--- src/rtl/brb_tag_tracker.sv ---
// brb_tag_tracker: allocates branch speculation slots and turns resolution broadcasts into one-cycle clear/kill masks
module brb_tag_tracker #(
  parameter int NUM_BR = 4,
  parameter int COB_ADDR_WIDTH = 4,
  parameter int TAG_WIDTH = COB_ADDR_WIDTH,
  localparam int CW = $clog2(NUM_BR + 1)
) (
  input  logic                 clk,
  input  logic                 rst_n,
  input  logic                 alloc_req,
  input  logic [TAG_WIDTH-1:0] alloc_tag,
  output logic                 alloc_ready,
  output logic [NUM_BR-1:0]    alloc_id,
  output logic [NUM_BR-1:0]    spec_mask,
  input  logic                 brb_broadcast,
  input  logic                 brb_clean,
  input  logic                 brb_kill,
  input  logic [TAG_WIDTH-1:0] brb_tag,
  output logic [NUM_BR-1:0]    clear_mask,
  output logic [NUM_BR-1:0]    kill_mask,
  output logic                 tag_miss,
  output logic [CW-1:0]        count
);
  logic [NUM_BR-1:0]                valid_q, valid_d;
  logic [NUM_BR-1:0][TAG_WIDTH-1:0] tag_q, tag_d;
  logic [NUM_BR-1:0][NUM_BR-1:0]    dep_q, dep_d;
  logic [NUM_BR-1:0]                clear_mask_q, clear_mask_d;
  logic [NUM_BR-1:0]                kill_mask_q, kill_mask_d;
  logic                             tag_miss_q, tag_miss_d;
  logic [CW-1:0]                    count_q, count_d;
  logic [NUM_BR-1:0]                hit, free, clean_set, kill_set;
  logic                             any_hit, kill_now, do_kill, do_clean, do_alloc;

  always_comb begin
    for (int i = 0; i < NUM_BR; i++) hit[i] = valid_q[i] && (tag_q[i] == brb_tag);
    any_hit = |hit;
    kill_now = brb_broadcast & brb_kill;
    do_kill = kill_now & any_hit;
    do_clean = brb_broadcast & brb_clean & ~brb_kill & any_hit;
    clean_set = do_clean ? hit : '0;
    // a kill takes the matched slot plus every slot that depends on it
    for (int i = 0; i < NUM_BR; i++) kill_set[i] = do_kill & (hit[i] | (|(dep_q[i] & hit)));
    free = ~valid_q;
    alloc_id = free & (~free + NUM_BR'(1));
    alloc_ready = (count_q < CW'(NUM_BR)) & ~kill_now;
    do_alloc = alloc_req & alloc_ready;
    valid_d = (valid_q & ~kill_set & ~clean_set) | (do_alloc ? alloc_id : '0);
    count_d = '0;
    for (int i = 0; i < NUM_BR; i++) begin
      tag_d[i] = (do_alloc & alloc_id[i]) ? alloc_tag : tag_q[i];
      dep_d[i] = (do_alloc & alloc_id[i]) ? (valid_q & ~clean_set) :
                 valid_d[i] ? (dep_q[i] & ~(clean_set | kill_set)) : '0;
      count_d = count_d + CW'(valid_d[i]);
    end
    clear_mask_d = clean_set;
    kill_mask_d = kill_set;
    tag_miss_d = brb_broadcast & (brb_clean | brb_kill) & ~any_hit;
  end

  always_ff @(posedge clk or negedge rst_n) begin
    if (!rst_n) begin
      valid_q <= '0;
      tag_q <= '0;
      dep_q <= '0;
      clear_mask_q <= '0;
      kill_mask_q <= '0;
      tag_miss_q <= 1'b0;
      count_q <= '0;
    end else begin
      valid_q <= valid_d;
      tag_q <= tag_d;
      dep_q <= dep_d;
      clear_mask_q <= clear_mask_d;
      kill_mask_q <= kill_mask_d;
      tag_miss_q <= tag_miss_d;
      count_q <= count_d;
    end
  end

  assign spec_mask = valid_q;
  assign count = count_q;
  assign clear_mask = clear_mask_q;
  assign kill_mask = kill_mask_q;
  assign tag_miss = tag_miss_q;
endmodule

--- config.mk ---
export PLATFORM = sky130hd
export DESIGN_NAME = brb_tag_tracker
export DESIGN_NICKNAME = d
export VERILOG_FILES = /design/src/rtl/brb_tag_tracker.sv
export SDC_FILE = /design/constraint.sdc
export NUM_CORES = 1
export LEC_CHECK = 0
export ABC_AREA = 1
export ABC_CLOCK_PERIOD_IN_PS = 3300
export CAP_MARGIN = 40
export CORE_MARGIN = 2
export CORE_UTILIZATION = 40
export DETAILED_ROUTE_END_ITERATION = 7
export SLEW_MARGIN = 20
export SYNTH_ARGS = -nofsm -noshare
export SYNTH_HDL_FRONTEND = slang
export SYNTH_SLANG_ARGS = --single-unit
--- constraint.sdc ---
create_clock -name clk -period 3.3 [get_ports clk]
set_input_delay 0.66 -clock clk [delete_from_list [all_inputs] [get_ports clk]]
set_output_delay 0.66 -clock clk [all_outputs]
set_load 0.1 [all_outputs]
==> results.md, run 1 <==
- Hold Fails Final Rpt: 0
- I/O Buffers: 34
- Cells after DPL: 437
- Fin crit share: 0.9183
- Finished Layout Cells: ~450
- N_diodes: 0
- GP Congestion: just under 0.9
- Final setup skew: 0.01118 ns
- Die width: 81.32 µm
- WL per Instance: roughly 13 µm
- Pleak: around 1.7 nW
- Max-slew violations: 0
- Placed cell areas: just under 3000 µm²
- Met2 wirelength from detailed routing: around 2600 µm
- Vias: about 2000
- Place WS: -0.07290 ns
- Fin crit period: between 3 and 4 ns
- Setup TNS: 0 ns
- Syn_area_per_cell: between 7 and 8 µm²
- Post-route cell area: approximately 3000 µm²
- Critical path startpoint category: input pin
- Die ar.: approximately 6600 µm²
- Worst setup margin: roughly 0.27 ns
- Hold Path Class: input pin to async pin
- Cell Rows: 28
- Hold-fix buffers, CTS: 0
- Cell variety after synth: 21
- Vias in the first global route: between 1500 and 2000
- Fill cells: 571
- Syn_nets: around 330
- NumNets Final: approximately 390
- Starting Density: 0.4087
- Hold Worst Slack: 0.2833 ns
- CP arrival: 3.22 ns
- Top Layer Used: met4
- Peak supply drop: approximately 0.9 mV
- First-pass GRT wire length: 9653 µm
- TritonCTS clock tree: yes
- Htree depth: 2
- Bufs on Longest Clock Path: 2
- RSZ-0062 raised after global routing: no
- Post-CTS sizing: 0
- Met3 wire length: around 250 µm
- Cells after Synth: a little over 300
- Die H: 81.32 µm
- Number of buffers created by CTS: 5
- Post-detail-place hpwl: 4581 µm
- Power density cells: 944.8 nW/µm²
- Clock latency on the worst-skew pair: 0.30 ns
- Post-Syn Area: about 2400 µm²
- Max Clk Rate: 330.0 MHz
- CP max FO: 5
- Final setup viols: 0
- Commonest non-fill, non-tap cells in the layout: nand2_1 (89), inv_1 (56), dfrtp_1 (40), buf_4 (38), nor2_1 (22)
- Crit end category: flip-flop
- Clock transition at the registers of the reported paths: 0.09 ns
- Drt initial violations: 90
- Antenna violations before repair: 0
- Layout cells sized above 1: 0.2676
- Area delta synth->final: 28.21%
- Max-cap violations: 0
- M1 WL: ~2700 µm
- Setup CP Type: input pin to flip-flop
- Total wire length: approximately 5700 µm
- Core Area: ~6000 µm²
- Number of I/O pins: 35
- Worst Path Required: between 3 and 4 ns
- Seq/Total Area, Yosys: 0.4605
- Root buf cell: clkbuf_8
- Tightest Pin Transition: between 0.4 and 0.5 ns
- Number of synthesized register bits: between 40 and 50
- Largest net degree at the start of global routing: 28
- Syn. warnings: 0
- Sink Count: 44
- Most common cell after layout, fill and taps aside: nand2_1
- Post-CTS Setup Bufs: 0
- Flop-to-flop setup slack: a little under 0.8 ns
- Grt total ovfl: 0
- Vias per std cell: roughly 4.6
- DRT Pass-1 Iters: 4
- Tot GR Track Use: 0.1950
- Remaining DRCs: 0
- Post-route ant nets: 0
- Max transition margin: 0.7173
- Status: completed
metal layers:
metal	global-route usage	vias up
met5	0	-
met4	0.04746	0
met3	0.03556	4
met2	0.3082	43
met1	0.2758	938
li1	-	1053
synthesized netlist by cell type:
cell | n | share of area
a21oi_4 | 1 | 0.0068
buf_2 | 1 | 0.0021
dfrtp_1 | 44 | 0.46
fa_1 | 1 | 0.0084
ha_1 | 2 | 0.010
inv_1 | 58 | 0.091
inv_2 | 8 | 0.013
nand2_1 | 90 | 0.14
nand2_2 | 7 | 0.018
nand2_4 | 6 | 0.028
nand3_1 | 9 | 0.019
nand3_2 | 4 | 0.017
nand3_4 | 1 | 0.0073
nand4_1 | 8 | 0.021
nor2_1 | 25 | 0.039
nor2_2 | 7 | 0.018
nor2_4 | 5 | 0.024
nor2_8 | 1 | 0.0084
nor3_1 | 2 | 0.0042
o21ai_0 | 19 | 0.040
o21ai_1 | 11 | 0.023
path summary, 6_finish.rpt:
path	start	to	cells past startpoint
setup / recovery	brb_tag[3]	count[1]	16
min in group clk	tag_q[9]	tag_q[9]	2
max in group asynchronous	rst_n	spec_mask[1]	2
setup reg to reg	spec_mask[1]	count[1]	14
hold reg to reg	tag_q[9]	tag_q[9]	2
hold / removal	rst_n	kill_mask[0]	1
area by class of cell:
cell class                      instances  area, µm²  area share
Tap cell                               75      93.84     0.03061
Multi-Input combinational cell        199       1074      0.3502
Inverter                               66      251.5     0.08204
Sequential cell                        44       1111      0.3625
Timing Repair Buffer                   53      450.4      0.1469
Clock buffer                            6      72.57     0.02367
Clock inverter                          2      12.51    0.004082
critical path: stages:
cell             delay [ns]
clkdlybuf4s50_1        0.52
inv_2                  0.07
o21ai_0                0.17
inv_1                  0.11
nand3_2                0.12
nand2_2                0.08
inv_1                  0.09
nand2_4                0.07
nand2_2                0.07
nor2_4                 0.04
nor2_4                 0.17
nor2_4                 0.05
fa_1                   0.50
inv_1                  0.04
ha_1                   0.17
ha_1                   0.27
flip-flops by register name (all words and copies together) (netlist names):
signal	count
kill_mask	4
spec_mask	4
clear_mask	4
tag_q	16
tag_miss	1
dep_q	12
count	3
metrics by stage:
stage	power (W)	util
final	0.002896	0.5240
after detailed placement	0.002584	0.5094
after global routing	0.003114	0.5240
after CTS	0.002926	0.5240
after floorplan	0.002117	-
after global placement	0.002553	0.5060
logic make-up (layout without fill, tap and decap cells):
logic type / Yosys count / after routing / synth area share
AOI/OAI and AO/OA: 31 / 31 / 0.06960
and+or+nand+nor: 165 / 165 / 0.3454
DFF: 44 / 44 / 0.4605
buffers and inverters: 67 / 127 / 0.1057
adders and majority gates: 3 / 3 / 0.01884
power breakdown:
group	leakage, nW	internal, W	switching, W
clock network	0.0412	0.000148	0.000192
logic	1.10	0.000484	0.00117
registers	0.562	0.000748	0.000158
Power figures use the tool's default switching activity.
==> inputs of run 2 (changes only) <==
--- a/config.mk
+++ b/config.mk
@@ -15,3 +15,4 @@
 export SYNTH_ARGS = -nofsm -noshare
 export SYNTH_HDL_FRONTEND = slang
 export SYNTH_SLANG_ARGS = --single-unit
+export TNS_END_PERCENT = 1
==> results of run 2 <==
No change in the layout: final DEF, timing and power equal those of run 1.
==> inputs of run 3 (changes only) <==
==> constraint.sdc (replaced) <==
create_clock -name clk -period 3.3 [get_ports clk]
set_input_delay 0.66 -clock clk [delete_from_list [all_inputs] [get_ports clk]]
set_output_delay 0.66 -clock clk [all_outputs]
set_load 0.005 [all_outputs]
==> run 3 against run 2 <==
Effect of this change:
- core utilization barely moved
- sequential power decreased by 2%
- cell area barely moved
- largest cell class unchanged
- clock skew down 0.0079 ns
- sequential share of layout area is 0.34 points lower
==> results.md, run 3 (synthesis gave the netlist of run 1 again) <==
- Status: completed (unchanged)
- Cell Rows: 28 (unchanged)
- Root buf cell: clkbuf_8 (unchanged)
- Top Layer Used: met4 (unchanged)
- Sink Count: 44 (unchanged)
- Drt initial violations: 81 (was 90)
- Fill cells: 581 (was 571)
- Vias in the first global route: 1972 (was 1965)
- WL per Instance: 12.70 µm (was 12.73 µm)
- Hold-fix buffers, CTS: 0 (unchanged)
- Htree depth: 2 (unchanged)
- Met3 wire length: 215 µm (was 246 µm)
- Family with the most delay on the worst path: adder cells (unchanged)
- Die H: 81.32 µm (unchanged)
- Crit end category: flip-flop (unchanged)
- Bufs on Longest Clock Path: 2 (unchanged)
- Final setup viols: 0 (unchanged)
- M1 WL: 2766 µm (was 2733 µm)
- Clock latency on the worst-skew pair: 0.30 ns (about the same)
- Antenna violations before repair: 0 (unchanged)
- Finished Layout Cells: 443 (was 445)
- Core Area: 5851 µm² (unchanged)
- Crit-path cells: clkdlybuf4s50_1, inv_2, o21ai_0, inv_1, nand3_2, nand2_2, inv_1, nand2_4, nand2_2, nor2_4, nor2_4, nor2_4, fa_1, inv_1, ha_1, ha_1 (unchanged)
- Commonest non-fill, non-tap cells in the layout: nand2_1 (90), inv_1 (58), dfrtp_1 (44), clkdlybuf4s50_1 (33), nor2_1 (25) (was nand2_1 (89), inv_1 (56), dfrtp_1 (40), buf_4 (38), nor2_1 (22))
- Most common cell after layout, fill and taps aside: nand2_1 (unchanged)
- Post-detail-place hpwl: 4516 µm (was 4581 µm)
- Met2 wirelength from detailed routing: 2590 µm (was 2633 µm)
- Setup CP Type: input pin to flip-flop (unchanged)
- Worst reg2reg path startpoint: spec_mask[1] (unchanged)
- Area delta synth->final: 28.26% (was 28.21%)
- Max FFs per register: 16 (unchanged)
- Die width: 81.32 µm (unchanged)
- GP Congestion: 0.8541 (was 0.8757)
- First-pass GRT wire length: 9522 µm (was 9653 µm)
- Vias: 2080 (was 2038)
- Remaining DRCs: 0 (unchanged)
- Grt total ovfl: 0 (unchanged)
- Post-route ant nets: 0 (unchanged)
- CP max stage delay: 0.52 ns (about the same)
- RSZ-0062 raised after global routing: no (unchanged)
- Number of I/O pins: 35 (unchanged)
- Max-slew violations: 0 (unchanged)
- Worst Path Required: 3.49 ns (about the same)
- Pleak: 1.671 nW (was 1.706 nW)
- Tightest Pin Transition: 0.4836 ns (was 0.4241 ns)
- Power density cells: 774.8 nW/µm² (was 944.8 nW/µm²)
- Number of buffers created by CTS: 5 (unchanged)
- Die ar.: 6612 µm² (unchanged)
- N_diodes: 0 (unchanged)
- Crit path from: brb_tag[3] (unchanged)
- Peak supply drop: 0.4042 mV (was 0.9161 mV)
- Buffers plus inverters on the worst setup path: 5 (unchanged)
- Fin crit period: 3.029 ns (was 3.030 ns)
- Critical path startpoint category: input pin (unchanged)
- DRT Pass-1 Iters: 4 (unchanged)
- NumNets Final: 384 (was 386)
- Hold Worst Slack: 0.3103 ns (was 0.2833 ns)
- Largest net degree at the start of global routing: 26 (was 28)
- Starting Density: 0.4087 (unchanged)
- Critical-path top delay cell: clkdlybuf4s50_1 (unchanged)
- CP arrival: 3.22 ns (about the same)
- Top flop regs: tag_q (16), dep_q (12) (unchanged)
- Max Clk Rate: 330.1 MHz (was 330.0 MHz)
- Post-CTS sizing: 0 (unchanged)
- Max-cap violations: 0 (unchanged)
- Tot GR Track Use: 0.1933 (was 0.1950)
- Hold Fails Final Rpt: 0 (unchanged)
- Cells after DPL: 435 (was 437)
- Post-CTS Setup Bufs: 0 (unchanged)
- I/O Buffers: 34 (unchanged)
- Vias per std cell: 4.695 (was 4.580)
- Total wire length: 5628 µm (was 5664 µm)
- CP max FO: 5 (unchanged)
- Hold Path Class: input pin to async pin (unchanged)
- Max transition margin: 0.6776 (was 0.7173)
- Fin crit share: 0.9179 (was 0.9183)
- Final setup skew: 0.003300 ns (was 0.01118 ns)
- Layout cells sized above 1: 0.1793 (was 0.2676)
- Most flop-heavy register: tag_q (unchanged)
- TritonCTS clock tree: yes (unchanged)
- Clock transition at the registers of the reported paths: 0.08 ns (was 0.09 ns)
run 3: worst register-to-register path, cell delays in order, from the launching register on:
cell and delay [ns]:
dfrtp_1 0.56, nand2_1 0.15, nor2_4 0.14, nand3_2 0.12, nand2_2 0.13, inv_1 0.08
nand2_4 0.09, nand2_2 0.06, nor2_4 0.12, nor2_4 0.07, nor2_4 0.10, fa_1 0.42
inv_1 0.07, ha_1 0.14, ha_1 0.22
run 3: path summary, 6_finish.rpt:
path                       depth (start not counted)      endpoint  slack (ns)
setup / recovery                                  16      count[1]        0.27
hold / removal                                     1      tag_q[2]        0.31
setup reg to reg                                  14      count[1]        0.74
hold reg to reg                                    2      tag_q[9]        0.50
max in group asynchronous                          2  spec_mask[1]        2.49
min in group clk                                   2      tag_q[9]        0.50
run 3: layout make-up:
type	instances	area, µm²	share of cell area
inverter	66	247.7	0.08078
clock buffer	5	68.82	0.02244
multi-input combinational	199	1037	0.3382
clock inverter	3	42.54	0.01387
sequential	44	1101	0.3590
timing repair buffer	51	475.5	0.1550
tap	75	93.84	0.03060
run 3: where the power goes:
group          switching, W  internal [W]  total (W)
sequential         0.000152      0.000739   0.000890
combinational      0.000609      0.000463    0.00107
clock              0.000190      0.000224   0.000414
total              0.000951       0.00143    0.00238
run 3: metrics by stage:
stage                     worst slack [ns]  total power, W    util  TNS (ns)  instance area (µm²)
after floorplan                     0.6654        0.001537       -         0                 2391
after global placement            0.008525        0.001953  0.5017         0                 2935
after detailed placement          -0.04312        0.001975  0.5051  -0.04312                 2955
after CTS                           0.2711        0.002401  0.5242         0                 3067
after global routing               0.09030        0.002594  0.5242         0                 3067
final                               0.2708        0.002376  0.5242         0                 3067
run 3: layer usage:
metal,vias to the layer above,GRT usage
met4,0,0.05932
met3,9,0.04222
met1,976,0.2635
met5,-,0
met2,43,0.3066
li1,1052,-
